## config.mk

```make
export PLATFORM = sky130hd
export DESIGN_NAME = debounce_edge_flat
export DESIGN_NICKNAME = d
export VERILOG_FILES = /design/src/rtl/debounce_edge_if.sv /design/src/rtl/debounce_edge.sv /design/src/flat_wrapper.sv
export SDC_FILE = /design/constraint.sdc
export NUM_CORES = 1
export LEC_CHECK = 0
export BUFFER_PORTS_ARGS = -buffer_cell sky130_fd_sc_hd__buf_2
export CORE_MARGIN = 2
export CORE_UTILIZATION = 45
export DETAILED_ROUTE_END_ITERATION = 12
export PLACE_DENSITY_LB_ADDON = 0.08
export SYNTH_ARGS = -nofsm -noshare
export SYNTH_HDL_FRONTEND = slang
export SYNTH_SLANG_ARGS = --single-unit
```

## constraint.sdc

```tcl
create_clock -name clk -period 1.55 [get_ports clk]
set_input_delay 0.2325 -clock clk [delete_from_list [all_inputs] [get_ports clk]]
set_output_delay 0.2325 -clock clk [all_outputs]
set_load 0.01 [all_outputs]
```

## src/rtl/debounce_edge_if.sv

```systemverilog
// Signal bundle between the debouncer and its consumer.
// The master drives the raw input and clear; the slave returns the conditioned level, pulses and count.
interface debounce_edge_if #(
  parameter int CNT_W = 8
);
  logic             d;
  logic             clr;
  logic             q;
  logic             rise;
  logic             fall;
  logic [CNT_W-1:0] rise_count;
  logic [1:0]       dbg_state;

  modport master (
    output d, clr,
    input  q, rise, fall, rise_count, dbg_state
  );

  modport slave (
    input  d, clr,
    output q, rise, fall, rise_count, dbg_state
  );
endinterface

```

## src/rtl/debounce_edge.sv

```systemverilog
// Two-flop synchronizer followed by a four-state debounce FSM with a stability counter.
// Produces a clean level, registered one-cycle rise/fall pulses and a saturating rise count.
module debounce_edge #(
  parameter int STABLE_CYCLES = 4,
  parameter int CNT_W         = 8
) (
  input logic            clk,
  input logic            rst_n,
  debounce_edge_if.slave bus
);

  typedef enum logic [1:0] {
    LOW      = 2'd0,
    RISE_CHK = 2'd1,
    HIGH     = 2'd2,
    FALL_CHK = 2'd3
  } state_t;

  localparam int              CW       = $clog2(STABLE_CYCLES + 1);
  localparam logic [CW-1:0]   CNT_ONE  = CW'(1);
  localparam logic [CW-1:0]   CNT_LAST = CW'(STABLE_CYCLES - 1);
  localparam logic [CNT_W-1:0] CNT_MAX = '1;

  logic             s1, s2;
  state_t           state, state_nx;
  logic [CW-1:0]    cnt, cnt_nx;
  logic             rise_r, fall_r, rise_nx, fall_nx;
  logic [CNT_W-1:0] count;

  always_ff @(posedge clk or negedge rst_n) begin
    if (!rst_n) begin
      s1 <= 1'b0;
      s2 <= 1'b0;
    end else begin
      s1 <= bus.d;
      s2 <= s1;
    end
  end

  always_ff @(posedge clk or negedge rst_n) begin
    if (!rst_n) begin
      state  <= LOW;
      cnt    <= '0;
      rise_r <= 1'b0;
      fall_r <= 1'b0;
    end else begin
      state  <= state_nx;
      cnt    <= cnt_nx;
      rise_r <= rise_nx;
      fall_r <= fall_nx;
    end
  end

  // A check state leaves on the first opposite sample, so cnt counts an unbroken run.
  always_comb begin
    state_nx = state;
    cnt_nx   = cnt;
    rise_nx  = 1'b0;
    fall_nx  = 1'b0;
    case (state)
      LOW: begin
        if (s2) begin
          if (STABLE_CYCLES == 1) begin
            state_nx = HIGH;
            rise_nx  = 1'b1;
            cnt_nx   = '0;
          end else begin
            state_nx = RISE_CHK;
            cnt_nx   = CNT_ONE;
          end
        end
      end
      RISE_CHK: begin
        if (!s2) begin
          state_nx = LOW;
          cnt_nx   = '0;
        end else if (cnt == CNT_LAST) begin
          state_nx = HIGH;
          rise_nx  = 1'b1;
          cnt_nx   = '0;
        end else begin
          cnt_nx = cnt + CNT_ONE;
        end
      end
      HIGH: begin
        if (!s2) begin
          if (STABLE_CYCLES == 1) begin
            state_nx = LOW;
            fall_nx  = 1'b1;
            cnt_nx   = '0;
          end else begin
            state_nx = FALL_CHK;
            cnt_nx   = CNT_ONE;
          end
        end
      end
      FALL_CHK: begin
        if (s2) begin
          state_nx = HIGH;
          cnt_nx   = '0;
        end else if (cnt == CNT_LAST) begin
          state_nx = LOW;
          fall_nx  = 1'b1;
          cnt_nx   = '0;
        end else begin
          cnt_nx = cnt + CNT_ONE;
        end
      end
      default: begin
        state_nx = LOW;
        cnt_nx   = '0;
      end
    endcase
  end

  // Clear takes priority over a rise landing on the same edge.
  always_ff @(posedge clk or negedge rst_n) begin
    if (!rst_n) begin
      count <= '0;
    end else if (bus.clr) begin
      count <= '0;
    end else if (rise_nx && (count != CNT_MAX)) begin
      count <= count + 1'b1;
    end
  end

  assign bus.q          = (state == HIGH) || (state == FALL_CHK);
  assign bus.rise       = rise_r;
  assign bus.fall       = fall_r;
  assign bus.rise_count = count;
  assign bus.dbg_state  = state;

endmodule

```

## src/flat_wrapper.sv

```systemverilog
// flat-port wrapper written by rule: the top's interface ports become plain ports
module debounce_edge_flat 
#(
  parameter int STABLE_CYCLES = 4,
  parameter int CNT_W         = 8
)
  (clk, rst_n, bus_d, bus_clr, bus_q, bus_rise, bus_fall, bus_rise_count, bus_dbg_state);
  debounce_edge_if #(.CNT_W(CNT_W)) bus_i ();
  input logic clk;
  input logic rst_n;
  input wire logic [$bits(bus_i.d)-1:0] bus_d;
  input wire logic [$bits(bus_i.clr)-1:0] bus_clr;
  output wire logic [$bits(bus_i.q)-1:0] bus_q;
  output wire logic [$bits(bus_i.rise)-1:0] bus_rise;
  output wire logic [$bits(bus_i.fall)-1:0] bus_fall;
  output wire logic [$bits(bus_i.rise_count)-1:0] bus_rise_count;
  output wire logic [$bits(bus_i.dbg_state)-1:0] bus_dbg_state;
  assign bus_i.d = bus_d;
  assign bus_i.clr = bus_clr;
  assign bus_q = bus_i.q;
  assign bus_rise = bus_i.rise;
  assign bus_fall = bus_i.fall;
  assign bus_rise_count = bus_i.rise_count;
  assign bus_dbg_state = bus_i.dbg_state;
  debounce_edge #(.STABLE_CYCLES(STABLE_CYCLES), .CNT_W(CNT_W)) u_core (.clk(clk), .rst_n(rst_n), .bus(bus_i));
endmodule
```

==> results list <==
- For this block, the routed nets add up to 1.41 mm of wire.
- Worst slew margin: 0.733
- In the global route stage, overall resource usage came out at 0.154.
- Sort of element at the end of the critical path: flop
- At the end of the flow, the number of nets in the layout was 103.
* Initial core utilization: 0.464
* Clock slew seen by the registers of the worst setup and hold paths: 0.10 ns
- Chip height: 45.8 um
- Post-Syn Nets: 74
* Antenna cell count: 0
* Clock latency at the later pin of the worst-skew pair: 0.29 ns
- After floorplanning, the core was sized to cover 1690 um^2.
- TritonCTS clock tree: built
- Signed area change from the synthesized netlist to the final layout: 28.1%
- Leading register cell type out of synthesis: dfrtp_1
* Final-layout fill cell count: 148
- The smallest clock period supported by the final layout is computed as 1.48 ns.
- The die covers 2090 um^2.
* CP max-delay cell: or4_1
- Counting flops with a built-in enable in the synthesized netlist gives 0.
- Asr flop ratio synth: 1.00
- Lkg Pwr: 0.497 nW
- Total of flip-flops plus latches after synthesis: 17
- Counting every sink on the clock net gives 17.
- Dividing the detail-routed via count by the number of cells gives 5.39.
- Worst Path Max Fanout: 4
- Number of buffers on the longest clock path: 2
- 17 I/O pins were placed.
* GRT overflow: 0
- The path class of the tightest hold or removal check is input pin to flop.
* Family with the most delay on the worst path: simple AND/OR/NAND/NOR gates
- The tree is rooted in a clkbuf_4.
* Yosys warning count: 0
- Detailed routing inserted a total of 609 vias.
* Number of optimization iterations in the first detailed-route pass: 2
- Weighted congestion reported at the end of routability-driven placement: 0.750
* Status: finished, final reports clean
- In the global route stage, met3 resource usage came out at 0.0238.
- Dividing total power by cell area gives a power density of 1100 nW/um^2.
- RSZ-0062 raised after global routing: true
- The die is 45.8 um wide.
- For met1 alone, demand over resource in global routing was 0.186.
* CP max stage delay: 0.40 ns
- STA classifies the critical path startpoint as a flop.
* Cell count after synthesis: 68
- Port Buffers: 16
* Final setup violation count: 0
- Final period utilization: 0.956
- Worst IR drop on VDD: 0.000777 V
* Residual antenna-violating net count after detailed routing: 0
- Max capacitance violation total: 0
* Distinct cell type count after synthesis: 29
- Count of routing violations after the opening detailed-route iteration: 1
* Kind of critical path: flop to flop
* Share of cells above drive strength 1: 0.365
* Critical path buffers and inverters: 0
- Post-detailed-route wirelength per cell: 12.4 um
- Maximum number of pins on one net before global-route repair: 18
* Placement row count: 15
* Worst-case clock skew: 0.00655 ns
- The hold violation total from the final report came to 0.
- Of the synthesized area, sequential elements account for 0.542.
- The initial antenna violation count was 0.
* First-pass GRT wire length: 2.25 mm
- Global routing met2 resource utilization: 0.259
- Final Hold Slack: 0.0434 ns
* Total count of max-transition violations in the final report: 0
* H-tree levels: 1
- The completed layout was analyzed and its total power is 1.11 mW.
- Setup TNS Final: 0 ns
* Number of global-route vias before repair: 548
- Each instance of the synthesized netlist takes up on average 11.5 um^2.
- List of cells traversed by the critical path: ha_1 > and3b_2 > o211ai_4 > or4_1 > a21oi_1
- After detailed routing, the number of remaining DRC violations is 0.
- Critical path arrival: 1.70 ns
- Clock buffers created by TritonCTS: 3
- For the pin with the worst max-slew slack, the measured transition is 0.399 ns.
* Fmax: 675 MHz
* Area of the mapped netlist: 785 um^2
- After global routing, the most crowded layer is met2.
- Required time of the critical path: 1.77 ns
- Final standard cell utilization of the core: 0.595
- DPL Wire Length: 1.04 mm
-- final timing paths --
path / start / to / slack (ns) / depth (start not counted)
max: u_core.cnt[0] / u_core.bus.rise_count[6] / 0.07 / 5
min: bus_d / u_core.s1 / 0.04 / 1
max reg2reg: u_core.cnt[0] / u_core.bus.rise_count[6] / 0.07 / 5
min reg2reg: u_core.s1 / u_core.s2 / 0.37 / 0
max in group asynchronous: rst_n / u_core.cnt[1] / 0.88 / 2
min in group asynchronous: rst_n / u_core.bus.rise_count[4] / 0.38 / 2
-- cell families (layout without fill, tap and decap cells) --
| logic type | Yosys count | in the layout | synth area share |
|---|---|---|---|
| xor gates and xnor gates | 4 | 4 | 0.0447 |
| and+or+nand+nor | 25 | 25 | 0.190 |
| adders and majority gates | 2 | 2 | 0.0319 |
| muxes | 2 | 2 | 0.0271 |
| AOI/OAI and AO/OA | 15 | 15 | 0.140 |
| buffers and inverters | 3 | 31 | 0.0239 |
| DFF | 17 | 17 | 0.542 |
-- Yosys cell counts (2+ instances only) --
master | count | area [um^2]
nand3_1 | 3 | 15.0
and2_1 | 2 | 12.5
and3b_1 | 2 | 17.5
xor2_1 | 4 | 35.0
ha_1 | 2 | 25.0
nor2b_1 | 2 | 12.5
a21oi_1 | 4 | 20.0
or3_1 | 3 | 18.8
nand2_1 | 2 | 7.51
o21ai_0 | 6 | 30.0
dfrtp_1 | 17 | 425
nor2_1 | 4 | 15.0
-- worst reg2reg max path, cell delays in order (launching register included) --
cell and delay, ns:
dfrtp_1 0.36, ha_1 0.17, and3b_2 0.25, o211ai_4 0.10
or4_1 0.40, a21oi_1 0.14
-- routing by layer --
layer / share of wire / up-vias
met5: 0 / -
met4: 0.016 / 0
met3: 0.033 / 4
met2: 0.50 / 13
met1: 0.45 / 290
li1: - / 302
-- layout make-up --
class / instances / area [um^2] / area share
repair buffers: 27 / 165 / 0.164
flip-flops and latches: 17 / 425 / 0.423
clock buffers: 4 / 26.3 / 0.0262
multi-input cells: 48 / 367 / 0.365
well taps: 17 / 21.3 / 0.0212
-- cells in the final DEF (no fill, tap or decap), types with 2 or more instances in the layout --
cell	count
buf_2	16
a21oi_1	4
clkbuf_4	3
and2_1	2
nor2_1	4
or3_1	3
nand2_1	2
nand3_1	2
nor2b_1	2
buf_4	10
o21ai_0	6
dfrtp_1	17
xor2_1	4
-- flip-flops by register name, indices dropped and copies added, names as in the netlist, named ones only --
register,flops
u_core.bus.rise_count,8
u_core.cnt,3
u_core.bus.dbg_state,1
u_core.bus.fall,1
u_core.bus.rise,1
u_core.s1,1
u_core.s2,1
-- repair_timing --
item                                   4_1_cts  5_1_grt
endpoints found under the hold margin       17        0
buffers inserted                             0        1
hold buffers                                 1        0
setup endpoints to repair                    2        7
pin swaps                                    0        3
gates resized for setup                      1        3
-- report_power, final --
group / total, mW / switching (mW) / internal, mW
logic: 0.350 / 0.174 / 0.176
registers: 0.525 / 0.0266 / 0.498
clock network: 0.234 / 0.134 / 0.100
total: 1.11 / 0.334 / 0.774
-- per-stage QoR --
stage          cells  area [um^2]  worst slack, ns
2_1_floorplan     68          790           0.0390
3_3_place_gp     107          940           0.0358
3_5_place_dp     107          940          0.00879
4_1_cts          112          977           0.0215
5_1_grt          113         1000          -0.0438
6_report         113         1000           0.0687
Power figures use the tool's default switching activity.
